**src/rtl/bus_arb_pkg.sv**
```systemverilog
// Purpose: shared state encoding, counter width default and grant-state helper for the bus mux arbiter.
// Latency: n/a (declarations only).
// Backpressure: n/a.
package bus_arb_pkg;

  localparam int CNT_W_DEF = 4;

  typedef enum logic [1:0] {
    ST_IDLE   = 2'd0,
    ST_GRANT0 = 2'd1,
    ST_GRANT1 = 2'd2,
    ST_TURN   = 2'd3
  } arb_state_e;

  // Map a requester index to its grant state.
  function automatic arb_state_e grant_of(input logic idx);
    return idx ? ST_GRANT1 : ST_GRANT0;
  endfunction

endpackage

```
**src/rtl/arb_sat_counter.sv**
```systemverilog
// Purpose: loadable saturating up-counter with synchronous clear (hold / turnaround timing).
// Latency: count updates on the clock edge after clr_i/load_i/inc_i.
// Backpressure: none; sticks at all-ones instead of wrapping.
// Ports: clk_i, rst_n_i (async active-low), clr_i (highest priority), load_i + load_val_i,
//        inc_i (count up), cnt_o (current count).
module arb_sat_counter #(
  parameter int W = 4
) (
  input  logic         clk_i,
  input  logic         rst_n_i,
  input  logic         clr_i,
  input  logic         load_i,
  input  logic [W-1:0] load_val_i,
  input  logic         inc_i,
  output logic [W-1:0] cnt_o
);

  logic [W-1:0] cnt_q, cnt_d;

  always_comb begin
    cnt_d = cnt_q;
    if (clr_i) begin
      cnt_d = '0;
    end else if (load_i) begin
      cnt_d = load_val_i;
    end else if (inc_i && (cnt_q != {W{1'b1}})) begin
      cnt_d = cnt_q + 1'b1;
    end
  end

  always_ff @(posedge clk_i or negedge rst_n_i) begin
    if (!rst_n_i) begin
      cnt_q <= '0;
    end else begin
      cnt_q <= cnt_d;
    end
  end

  assign cnt_o = cnt_q;

endmodule

```
**src/rtl/bus_mux_arbiter.sv**
```systemverilog
// Purpose: two-requester round-robin arbiter driving a shared 2:1 mux (Enable/Sel) with grants back.
// Latency: Req -> Gnt one cycle; all outputs registered, decoded from the next state.
// Backpressure: owner preempted after MAX_HOLD cycles if the other side waits and Lock is low;
//               TURN_CYCLES dead cycles with MuxEnable low between owners.
// Ports: Clock, Reset_n (async active-low); Req_0/Req_1 requests; Lock_0/Lock_1 no-preempt;
//        Gnt_0/Gnt_1 grants; MuxEnable/MuxSel to the mux; Busy high outside IDLE.
module bus_mux_arbiter
  import bus_arb_pkg::*;
#(
  parameter int MAX_HOLD    = 8,
  parameter int TURN_CYCLES = 1,
  parameter int CNT_W       = CNT_W_DEF
) (
  input  logic Clock,
  input  logic Reset_n,
  input  logic Req_0,
  input  logic Req_1,
  input  logic Lock_0,
  input  logic Lock_1,
  output logic Gnt_0,
  output logic Gnt_1,
  output logic MuxEnable,
  output logic MuxSel,
  output logic Busy
);

  localparam logic [CNT_W-1:0] HOLD_LIM = CNT_W'(MAX_HOLD - 1);
  localparam logic [CNT_W-1:0] TURN_LIM = CNT_W'(TURN_CYCLES - 1);

  arb_state_e       state_q, state_d;
  logic             last_q, last_d;
  logic             gnt0_q, gnt1_q, en_q, sel_q, busy_q;
  logic [CNT_W-1:0] hold_cnt, turn_cnt;
  logic             hold_inc, turn_inc;

  arb_sat_counter #(.W(CNT_W)) u_hold_cnt (
    .clk_i      (Clock),
    .rst_n_i    (Reset_n),
    .clr_i      (!hold_inc),
    .load_i     (1'b0),
    .load_val_i ({CNT_W{1'b0}}),
    .inc_i      (hold_inc),
    .cnt_o      (hold_cnt)
  );

  arb_sat_counter #(.W(CNT_W)) u_turn_cnt (
    .clk_i      (Clock),
    .rst_n_i    (Reset_n),
    .clr_i      (!turn_inc),
    .load_i     (1'b0),
    .load_val_i ({CNT_W{1'b0}}),
    .inc_i      (turn_inc),
    .cnt_o      (turn_cnt)
  );

  always_comb begin
    state_d = state_q;
    last_d  = last_q;
    unique case (state_q)
      ST_IDLE: begin
        if (Req_0 && Req_1)  state_d = grant_of(!last_q);
        else if (Req_0)      state_d = ST_GRANT0;
        else if (Req_1)      state_d = ST_GRANT1;
      end
      ST_GRANT0: begin
        // Saturated count (>=) keeps preemption armed after a long locked hold.
        if (!Req_0 || (Req_1 && !Lock_0 && (hold_cnt >= HOLD_LIM))) begin
          last_d  = 1'b0;
          state_d = Req_1 ? ST_TURN : ST_IDLE;
        end
      end
      ST_GRANT1: begin
        if (!Req_1 || (Req_0 && !Lock_1 && (hold_cnt >= HOLD_LIM))) begin
          last_d  = 1'b1;
          state_d = Req_0 ? ST_TURN : ST_IDLE;
        end
      end
      ST_TURN: begin
        if (turn_cnt >= TURN_LIM) begin
          // Non-last owner first, then the last owner, requests sampled at exit.
          if (last_q ? Req_0 : Req_1)       state_d = grant_of(!last_q);
          else if (last_q ? Req_1 : Req_0)  state_d = grant_of(last_q);
          else                              state_d = ST_IDLE;
        end
      end
      default: state_d = ST_IDLE;
    endcase
  end

  // Counters run only while staying in the same grant / turn state; any exit clears them.
  assign hold_inc = ((state_q == ST_GRANT0) || (state_q == ST_GRANT1)) && (state_d == state_q);
  assign turn_inc = (state_q == ST_TURN) && (state_d == ST_TURN);

  always_ff @(posedge Clock or negedge Reset_n) begin
    if (!Reset_n) begin
      state_q <= ST_IDLE;
      last_q  <= 1'b1;
      gnt0_q  <= 1'b0;
      gnt1_q  <= 1'b0;
      en_q    <= 1'b0;
      sel_q   <= 1'b0;
      busy_q  <= 1'b0;
    end else begin
      state_q <= state_d;
      last_q  <= last_d;
      gnt0_q  <= (state_d == ST_GRANT0);
      gnt1_q  <= (state_d == ST_GRANT1);
      en_q    <= (state_d == ST_GRANT0) || (state_d == ST_GRANT1);
      // During TURN the select parks on the owner that just left.
      sel_q   <= (state_d == ST_GRANT1) || ((state_d == ST_TURN) && last_d);
      busy_q  <= (state_d != ST_IDLE);
    end
  end

  assign Gnt_0     = gnt0_q;
  assign Gnt_1     = gnt1_q;
  assign MuxEnable = en_q;
  assign MuxSel    = sel_q;
  assign Busy      = busy_q;

  a_one_owner : assert property (@(posedge Clock) disable iff (!Reset_n) !(Gnt_0 && Gnt_1));
  a_en_grant  : assert property (@(posedge Clock) disable iff (!Reset_n) MuxEnable == (Gnt_0 | Gnt_1));
  a_sel_owner : assert property (@(posedge Clock) disable iff (!Reset_n) MuxEnable |-> (MuxSel == Gnt_1));

endmodule

```
**config.mk**
```make
export PLATFORM = sky130hd
export DESIGN_NAME = bus_mux_arbiter
export DESIGN_NICKNAME = d
export VERILOG_FILES = /design/src/rtl/bus_arb_pkg.sv /design/src/rtl/arb_sat_counter.sv /design/src/rtl/bus_mux_arbiter.sv
export SDC_FILE = /design/constraint.sdc
export NUM_CORES = 1
export LEC_CHECK = 0
export ABC_CLOCK_PERIOD_IN_PS = 2150
export CORE_AREA = 2 2 41 43
export DETAILED_ROUTE_END_ITERATION = 10
export DIE_AREA = 0 0 43 45
export DONT_BUFFER_PORTS = 1
export PLACE_DENSITY_LB_ADDON = 0.3
export SETUP_SLACK_MARGIN = 0.05
export SLEW_MARGIN = 20
export SYNTH_ARGS = -nofsm -noshare
export SYNTH_HDL_FRONTEND = slang
export SYNTH_SLANG_ARGS = --single-unit
```
**constraint.sdc**
```tcl
create_clock -name Clock -period 2.15 [get_ports Clock]
set_input_delay 0.5375 -clock Clock [delete_from_list [all_inputs] [get_ports Clock]]
set_output_delay 0.5375 -clock Clock [all_outputs]
set_load 0.05 [all_outputs]
```
==> results of run 1 <==
## metrics by stage
| step | std cells | util, % |
|---|---|---|
| 6_report | 116 | 67.2 |
| 5_1_grt | 116 | 67.2 |
| 4_1_cts | 115 | 65.6 |
| 3_5_place_dp | 110 | 62.4 |
| 3_3_place_gp | 110 | 62.4 |
| 2_1_floorplan | 90 | - |
## synthesized netlist by cell type (all sizes together) (2+ instances only)
| cell | n |
|---|---|
| a21o | 2 |
| mux2i | 3 |
| ha | 9 |
| nand2b | 4 |
| dfrtp | 11 |
| nand2 | 9 |
| or2 | 2 |
| nor2 | 3 |
| o211a | 2 |
| a221oi | 3 |
| inv | 7 |
| o21ai | 5 |
| buf | 3 |
| a21oi | 4 |
| a211oi | 4 |
| nand3 | 3 |
## registers in the layout, summed over array words and instances, names as in the netlist
| signal | count |
|---|---|
| Gnt_1 | 1 |
| MuxSel | 1 |
| state_q | 2 |
| Busy | 1 |
| u_hold_cnt.cnt_o | 4 |
| last_q | 1 |
| Gnt_0 | 1 |
| MuxEnable | 1 |
## metal layers
layer	track usage (%)	up-vias	wire (um)
met5	0	-	0
met4	5.45	0	16
met3	6.00	2	17
met2	36.1	4	909
met1	24.7	342	813
li1	-	347	-
## cells by family (layout without fill, tap and decap cells)
| family | after synthesis | count (layout) |
|---|---|---|
| AO/OA/AOI/OAI | 30 | 30 |
| AND/OR/NAND/NOR | 25 | 25 |
| adder cells (fa/ha/maj) | 9 | 9 |
| buffers and inverters | 10 | 20 |
| XOR/XNOR | 1 | 1 |
| multiplexers | 3 | 3 |
| flip-flops | 12 | 12 |
## worst reg2reg max path: stages (launching register included)
cell	delay, ns
dfrtp_2	0.46
inv_1	0.12
ha_1	0.22
o21ai_0	0.12
a221oi_2	0.29
a211oi_2	0.07
o21bai_2	0.21
inv_2	0.06
ha_1	0.21
a21o_1	0.15
## final timing paths
check                                      from              endpoint  cells after the start
setup / recovery           state_q[0]$_DFF_PN0_      MuxSel$_DFF_PN0_                      9
hold / removal                          Reset_n      last_q$_DFF_PN1_                      0
setup reg to reg           state_q[0]$_DFF_PN0_      MuxSel$_DFF_PN0_                      9
max in group asynchronous               Reset_n  state_q[0]$_DFF_PN0_                      1
min in group Clock             last_q$_DFF_PN1_      last_q$_DFF_PN1_                      2
hold reg to reg                last_q$_DFF_PN1_      last_q$_DFF_PN1_                      2
## area by class of cell
class,instances,share of cell area [%]
Clock buffer,4,3.67
Inverter,7,2.66
Tap cell,16,2.03
Timing Repair Buffer,9,7.09
Sequential cell,12,30.6
Multi-Input combinational cell,68,53.9
## where the power goes
group          internal [mW]  leakage, nW  switching, mW
Clock                  0.103       0.0210         0.0704
Combinational          0.355        0.312          0.397
Sequential             0.313        0.150          0.211
## cells in the final DEF, fill, tap and decap left out, types with 2 or more instances in the layout
cell	instances
mux2i_1	2
inv_1	5
dfrtp_1	10
inv_2	2
o211a_1	2
a211oi_1	3
o21ai_0	4
nand2b_1	4
nor2_1	3
buf_4	8
a21o_1	2
a221oi_1	2
a21oi_1	3
nand3_1	3
nand2_1	9
ha_1	8
clkbuf_4	3
## timing repair
| action | CTS | global route |
|---|---|---|
| setup buffers | 0 | 1 |
| resized for setup | 0 | 5 |
| setup endpoints to repair | 0 | 7 |
| hold buffers | 1 | 0 |
| endpoints found under the hold margin | 11 | 0 |
==> results.txt, run 1 <==
Status = finished clean
Routability Congestion = 0.853
Dpl ws = 0.0753 ns
Worst-Skew Late Latency = 0.27 ns
R2R Setup Slk = 0.14 ns
Final Setup Violations = 0
Die Y = 45 um
EDFF count, synth = 0
CTS Buffer Depth = 2
Critical path's slowest cell = dfrtp_2
Cell Area, Placed = 918 um2
Drt drc = 0
Fraction of the mapped netlist area in compound gates = 27.3%
TritonCTS clock tree = yes
Die area = 1940 um2
Asr flop ratio synth = 100%
Tcrit/Tclk final = 93.6%
# fillers = 126
Mapped Area = 866 um2
Worst VDD drop = 0.807 mV
Clock sinks = 12
Design Area, Final = 988 um2
Core area = 1470 um2
Final Critical Period = 2.01 ns
Layout cells sized above 1 = 26.0%
Total of max-cap violations = 0
Yosys warns = 0
Main combinational cell family by area after synthesis = compound AO/OA/AOI/OAI gates
Final ANT Viol Nets = 0
Synth cell types = 38
Row count = 14
Pwr Density = 1470 nW/um2
Final WL = 1760 um
TritonRoute pass-1 iters = 4
Max-slew violation count = 0
Critical Path Start Type = register
Largest net degree at the start of global routing = 16
Area grow syn2layout = 14.2%
Element type at the critical path end = register
Cells along the critical path = inv_1, ha_1, o21ai_0, a221oi_2, a211oi_2, o21bai_2, inv_2, ha_1, a21o_1
CP dominant cell by count = ha_1
H-tree depth = 1
Starting DRT DRC Count = 20
Post-Synth Adder-Cell Area = 13.0%
Delay-heaviest family, CP = compound AO/OA/AOI/OAI gates
Slew HR = 65.5%
Slowest stage delay, CP = 0.46 ns
Initial antenna violation count = 0
Hold Crit Class = in -> async
Total CTS buffers = 3
Top FF cell, synth = dfrtp_1
Final setup margin = 0.138 ns
Worst Max-Slew Pin Slew = 0.513 ns
Synth area leader = dfrtp_1
Syn Inst Count = 90
Pwr Total = 1.45 mW
Vias/cell = 5.99
Critical path class = reg -> reg
Fmax = 0.497 GHz
Number of I/O port buffers = 0
Total track usage = 20.5%
Antenna diode count = 0
DPL Wire Length = 1310 um
Register area share after synthesis = 34.8%
Grt total ovfl = 0
Mux cell area share after synthesis = 3.90%
Share of the synthesized area in the top cell type = 31.8%
Drt wl/cell = 15.1 um
Final net count = 116
Clock skew = 0.00325 ns
Leak Pwr = 0.483 nW
Synth top area cells = dfrtp_1 (32%), ha_1 (13%), nand2_1 (3.9%)
Vias in the first global route = 688
CP max FO = 7
Crit path DAT = 2.18 ns
First-pass GRT wire length = 2860 um
Net Count, Synth = 105
RSZ-0062 raised after global routing = no
CP bufs+invs = 2
Multi-input logic area = 533 um2
Worst Path Required = 2.31 ns
Starting Density = 58.8%
I/O pins = 11
Die Span X = 43 um
Min Hold Slack = 0.103 ns
Root buf cell = clkbuf_4
Final Hold Viols = 0
Via count = 695
FF+latch count, synth = 12
Clock transition at the registers of the reported paths = 0.07 ns
Simple-Gate Fraction of Synth Area = 14.6%
Setup TNS = 0 ns
Post-Syn Area per Cell = 9.62 um2
XOR/XNOR Fraction of Synth Area = 1.01%
FF+latch area = 303 um2
Note: power is estimated with default switching activity, not from simulation.
==> run 2: changes to the inputs <==
- CELL_PAD_IN_SITES_DETAIL_PLACEMENT: unset -> 1
- CELL_PAD_IN_SITES_GLOBAL_PLACEMENT: unset -> 1
- CORE_AREA: 2 2 41 43 -> 2 2 47 49
- DIE_AREA: 0 0 43 45 -> 0 0 49 51
==> results.txt, run 2 (synthesis results as in run 1) <==
Status = finished clean
Total CTS buffers = 3
Final Hold Viols = 0
Initial antenna violation count = 0
Worst VDD drop = 0.835 mV
DPL Wire Length = 1650 um
Logic pwr share = 53.6%
Net switching power = 0.718 mW
Final Setup Violations = 0
Starting Density = 42.0%
Starting DRT DRC Count = 8
Worst-Skew Late Latency = 0.27 ns
Pwr Total = 1.50 mW
Routability Congestion = 0.853
Element type at the critical path end = register
H-tree depth = 1
Root buf cell = clkbuf_4
Max-slew violation count = 0
Vias in the first global route = 717
Vias/cell = 5.40
Slew HR = 68.0%
Number of I/O port buffers = 0
Critical Path Start Type = register
Max reg flops = 4
Critical path class = reg -> reg
Die Y = 51 um
Row count = 17
Via count = 697
RSZ-0062 raised after global routing = yes
Die Span X = 49 um
DP Cell Count = 123
Delay-heaviest family, CP = compound AO/OA/AOI/OAI gates
P_int = 0.783 mW
Leak Pwr = 0.489 nW
Final net count = 117
Min Hold Slack = 0.0993 ns
Grt total ovfl = 0
Highest-count cells in the layout ignoring fill and taps = dfrtp_1 (10), nand2_1 (9), buf_4 (9), ha_1 (7), inv_1 (5)
Multi-input logic area = 559 um2
Slowest stage delay, CP = 0.40 ns
Most common cell after layout, fill and taps aside = dfrtp_1
Crit path DAT = 2.20 ns
CP max FO = 5
Clock sinks = 12
Pwr Density = 1450 nW/um2
Total track usage = 18.9%
Register share of total power = 34.7%
Switch share = 47.8%
Fmax = 0.490 GHz
First-pass GRT wire length = 3510 um
FF+latch area = 303 um2
I/O pins = 11
Final core utilization = 50.3%
Tcrit/Tclk final = 94.9%
Cell Count, Final, Fillers Out = 129
Critical path's slowest cell = dfrtp_1
TritonRoute pass-1 iters = 4
# fillers = 240
Area grow syn2layout = 19.8%
Die area = 2500 um2
Final Critical Period = 2.04 ns
Layout cells sized above 1 = 28.7%
CTS Buffer Depth = 2
Final ANT Viol Nets = 0
Clock power frac = 11.7%
Core area = 2060 um2
Clock transition at the registers of the reported paths = 0.07 ns
Hold Crit Class = in -> async
Largest net degree at the start of global routing = 16
Worst Max-Slew Pin Slew = 0.479 ns
Final WL = 2110 um
Clock skew = 0.00459 ns
Drt wl/cell = 16.4 um
Worst Path Required = 2.31 ns
Antenna diode count = 0
TritonCTS clock tree = yes
Cells along the critical path = inv_2, buf_4, ha_1, or2_1, nand2_1, a21oi_1, o21bai_2, buf_4, ha_1, a21o_1
CP bufs+invs = 3
Drt drc = 0
Total of max-cap violations = 0
-- run 2: cell types whose count changed in the layout (fill, tap and decap cells not counted) --
cell      previous run  this run
a21oi_2              1         0
a21oi_4              0         1
a221oi_1             2         1
a221oi_2             1         2
buf_4                8         9
ha_1                 8         7
ha_4                 0         1
-- run 2: metrics by stage --
stage                     cell area, um2  setup slack (ns)  TNS [ns]
final                               1040             0.110         0
after global routing                1040            0.0221         0
after floorplan                      866             0.158         0
after CTS                           1000            0.0637         0
after global placement               941            0.0390         0
after detailed placement             941           -0.0389   -0.0389
-- run 2: repair_timing --
item / CTS / global route
gates cloned: 0 / 0
hold buffers: 1 / 0
hold endpoints to repair: 11 / 0
endpoints found under the setup margin: 3 / 4
gates resized for setup: 2 / 7
pin swaps: 1 / 2
buffers inserted: 1 / 0
-- run 2: area by class of cell --
class                      instances  area share, %
tap                               28           3.38
sequential                        12           29.2
multi-input combinational         68           53.9
clock buffer                       4           3.50
inverter                           7           2.53
timing repair buffer              10           7.48
-- run 2: path summary, 6_finish.rpt --
kind	start	end	slack, ns	cells after the start
max in group asynchronous	Reset_n	u_hold_cnt.cnt_o[0]$_DFFE_PN0P_	1.15	1
worst max register to register	state_q[1]$_DFF_PN0_	MuxSel$_DFF_PN0_	0.11	10
min in group Clock	Req_0	last_q$_DFF_PN1_	0.57	3
worst min-delay path	Reset_n	last_q$_DFF_PN1_	0.1	0
worst min register to register	last_q$_DFF_PN1_	last_q$_DFF_PN1_	0.58	2
worst max-delay path	state_q[1]$_DFF_PN0_	MuxSel$_DFF_PN0_	0.11	10
-- run 2: power groups by stage --
stage	Sequential [mW]	Clock, mW	Combinational (mW)
3_5_place_dp	0.521	0	0.751
2_1_floorplan	0.511	0	0.502
3_3_place_gp	0.515	0	0.734
4_1_cts	0.517	0.179	0.777
6_report	0.522	0.176	0.804
5_1_grt	0.532	0.200	0.912
-- run 2: worst reg2reg max path: stages, from the launching register on --
cell and delay [ns]:
dfrtp_1 0.40, inv_2 0.05, buf_4 0.15, ha_1 0.22, or2_1 0.26, nand2_1 0.08, a21oi_1 0.07, o21bai_2 0.21
buf_4 0.15, ha_1 0.18, a21o_1 0.16
-- run 2: routing by layer --
metal	GRT usage, %	wire [um]
met1	23.5	961
met5	0	0
met2	34.7	1100
met3	3.51	44
met4	2.86	0
==> run 3: changes to the inputs <==
- PLACE_DENSITY: unset -> 0.79
- PLACE_DENSITY_LB_ADDON: 0.3 -> unset
==> results.txt, run 3 (synthesis results as in run 1) <==
Fmax = 0.504 GHz
Die Y = 51 um
Vias in the first global route = 753
Multi-input logic area = 549 um2
Slew HR = 68.4%
Drt wl/cell = 17.4 um
Worst-Skew Late Latency = 0.27 ns
Worst Reg2Reg Path Length in Cells = 7
Status = finished clean
Final Setup Violations = 0
Core area = 2060 um2
Setup TNS = 0 ns
Final Hold Viols = 0
Die Span X = 49 um
Cell Count, Final, Fillers Out = 125
Initial antenna violation count = 0
Row count = 17
Element type at the critical path end = register
Grt total ovfl = 0
Dpl ws = 0.0197 ns
Cells along the critical path = ha_2, a21oi_2, o311ai_2, a211o_2, and2_2, ha_1, a21o_1
Routability Congestion = 0.858
Hold Crit Class = in -> async
TritonCTS clock tree = yes
RSZ-0062 raised after global routing = no
Leak Pwr = 0.471 nW
Critical path's slowest cell = dfrtp_1
Max reg flops = 4
# fillers = 250
Vias/cell = 5.62
Largest net degree at the start of global routing = 16
Total of max-cap violations = 0
CTS Buffer Depth = 2
R2R Setup Slk = 0.17 ns
Worst reg2reg startpoint = u_hold_cnt.cnt_o[0]$_DFFE_PN0P_
Met3 usage = 2.05%
I/O pins = 11
Worst r2r dst = MuxSel$_DFF_PN0_
Layout cells sized above 1 = 25.8%
Worst Max-Slew Pin Slew = 0.472 ns
Drt drc = 0
Via count = 703
Final Critical Period = 1.98 ns
Most used routing layer = met2
H-tree depth = 1
Clock skew = 0.00145 ns
Worst VDD drop = 0.880 mV
Root buf cell = clkbuf_4
Most common cell after layout, fill and taps aside = dfrtp_1
Final core utilization = 48.3%
Highest-count cells in the layout ignoring fill and taps = dfrtp_1 (10), nand2_1 (9), ha_1 (6), inv_1 (5), buf_4 (5)
DPL Wire Length = 1590 um
Starting Density = 42.0%
Clock sinks = 12
Pwr Density = 1480 nW/um2
Number of I/O port buffers = 0
Total CTS buffers = 3
M2 GR Usage = 33.3%
Die area = 2500 um2
Worst Path Required = 2.32 ns
Final net count = 113
Tcrit/Tclk final = 92.3%
Critical Path Start Type = register
Setup Fix Bufs, Post-CTS = 0
Clock transition at the registers of the reported paths = 0.08 ns
Max-slew violation count = 0
Critical path class = reg -> reg
TritonRoute pass-1 iters = 4
FF+latch area = 303 um2
First-pass GRT wire length = 3620 um
CP max FO = 5
Area grow syn2layout = 15.2%
Total track usage = 18.9%
Met1 Use GR = 25.0%
Crit path DAT = 2.15 ns
Slowest stage delay, CP = 0.41 ns
Final ANT Viol Nets = 0
DP Cell Count = 120
Antenna diode count = 0
Final WL = 2180 um
Starting DRT DRC Count = 8
Final setup margin = 0.166 ns
[run 3: cell types whose count changed in the layout (fill, tap and decap cells not counted), sizes merged]
cell  before  now
buf        9    5
[run 3: layer usage]
metal / vias up / wire length (um)
met1: 355 / 1020
met4: 0 / 0
met2: 7 / 1100
met3: 0 / 53
met5: - / 0
li1: 341 / -
[run 3: worst max path at each step]
| stage | startpoint | endpoint | slack, ns | cells after the start |
|---|---|---|---|---|
| floorplan | Req_1 | MuxSel$_DFF_PN0_ | 0.16 | 8 |
| global placement | state_q[0]$_DFF_PN0_ | MuxSel$_DFF_PN0_ | 0.13 | 9 |
| detailed placement | state_q[0]$_DFF_PN0_ | MuxSel$_DFF_PN0_ | 0.02 | 9 |
| CTS | u_hold_cnt.cnt_o[0]$_DFFE_PN0P_ | MuxSel$_DFF_PN0_ | 0.06 | 7 |
| global route | state_q[0]$_DFF_PN0_ | u_hold_cnt.cnt_o[1]$_DFFE_PN0P_ | 0.07 | 7 |
| finish | u_hold_cnt.cnt_o[0]$_DFFE_PN0P_ | MuxSel$_DFF_PN0_ | 0.17 | 7 |
[run 3: timing repair]
item / CTS / global route
hold buffers: 1 / 0
pin swaps: 0 / 2
hold endpoints to repair: 11 / 0
setup endpoints to repair: 1 / 5
gates resized for setup: 1 / 8
[run 3: through the flow]
stage / power (mW) / hold slack (ns) / area, um2
floorplan: 1.01 / 0.242 / 866
global placement: 1.20 / 0.242 / 918
detailed placement: 1.26 / 0.242 / 918
CTS: 1.45 / 0.0907 / 968
global route: 1.59 / 0.0806 / 997
finish: 1.48 / 0.102 / 997
[run 3: where the power goes]
part | switching [mW] | leakage (nW) | internal, mW
clock | 0.0757 | 0.0210 | 0.103
sequential | 0.212 | 0.151 | 0.314
combinational | 0.440 | 0.299 | 0.334
[run 3: critical path: cells and delay by family, from the launching register on]
family / cells / cell delay (ns)
compound gates: 4 / 0.84
fa+ha+maj: 2 / 0.43
flops: 1 / 0.41
simple gates: 1 / 0.21
[run 3: layout make-up]
class / instances / share of cell area (%)
repair buffers: 6 / 4.77
inverters: 7 / 2.63
multi-input cells: 68 / 55.1
well taps: 28 / 3.51
clock buffers: 4 / 3.64
flip-flops and latches: 12 / 30.4
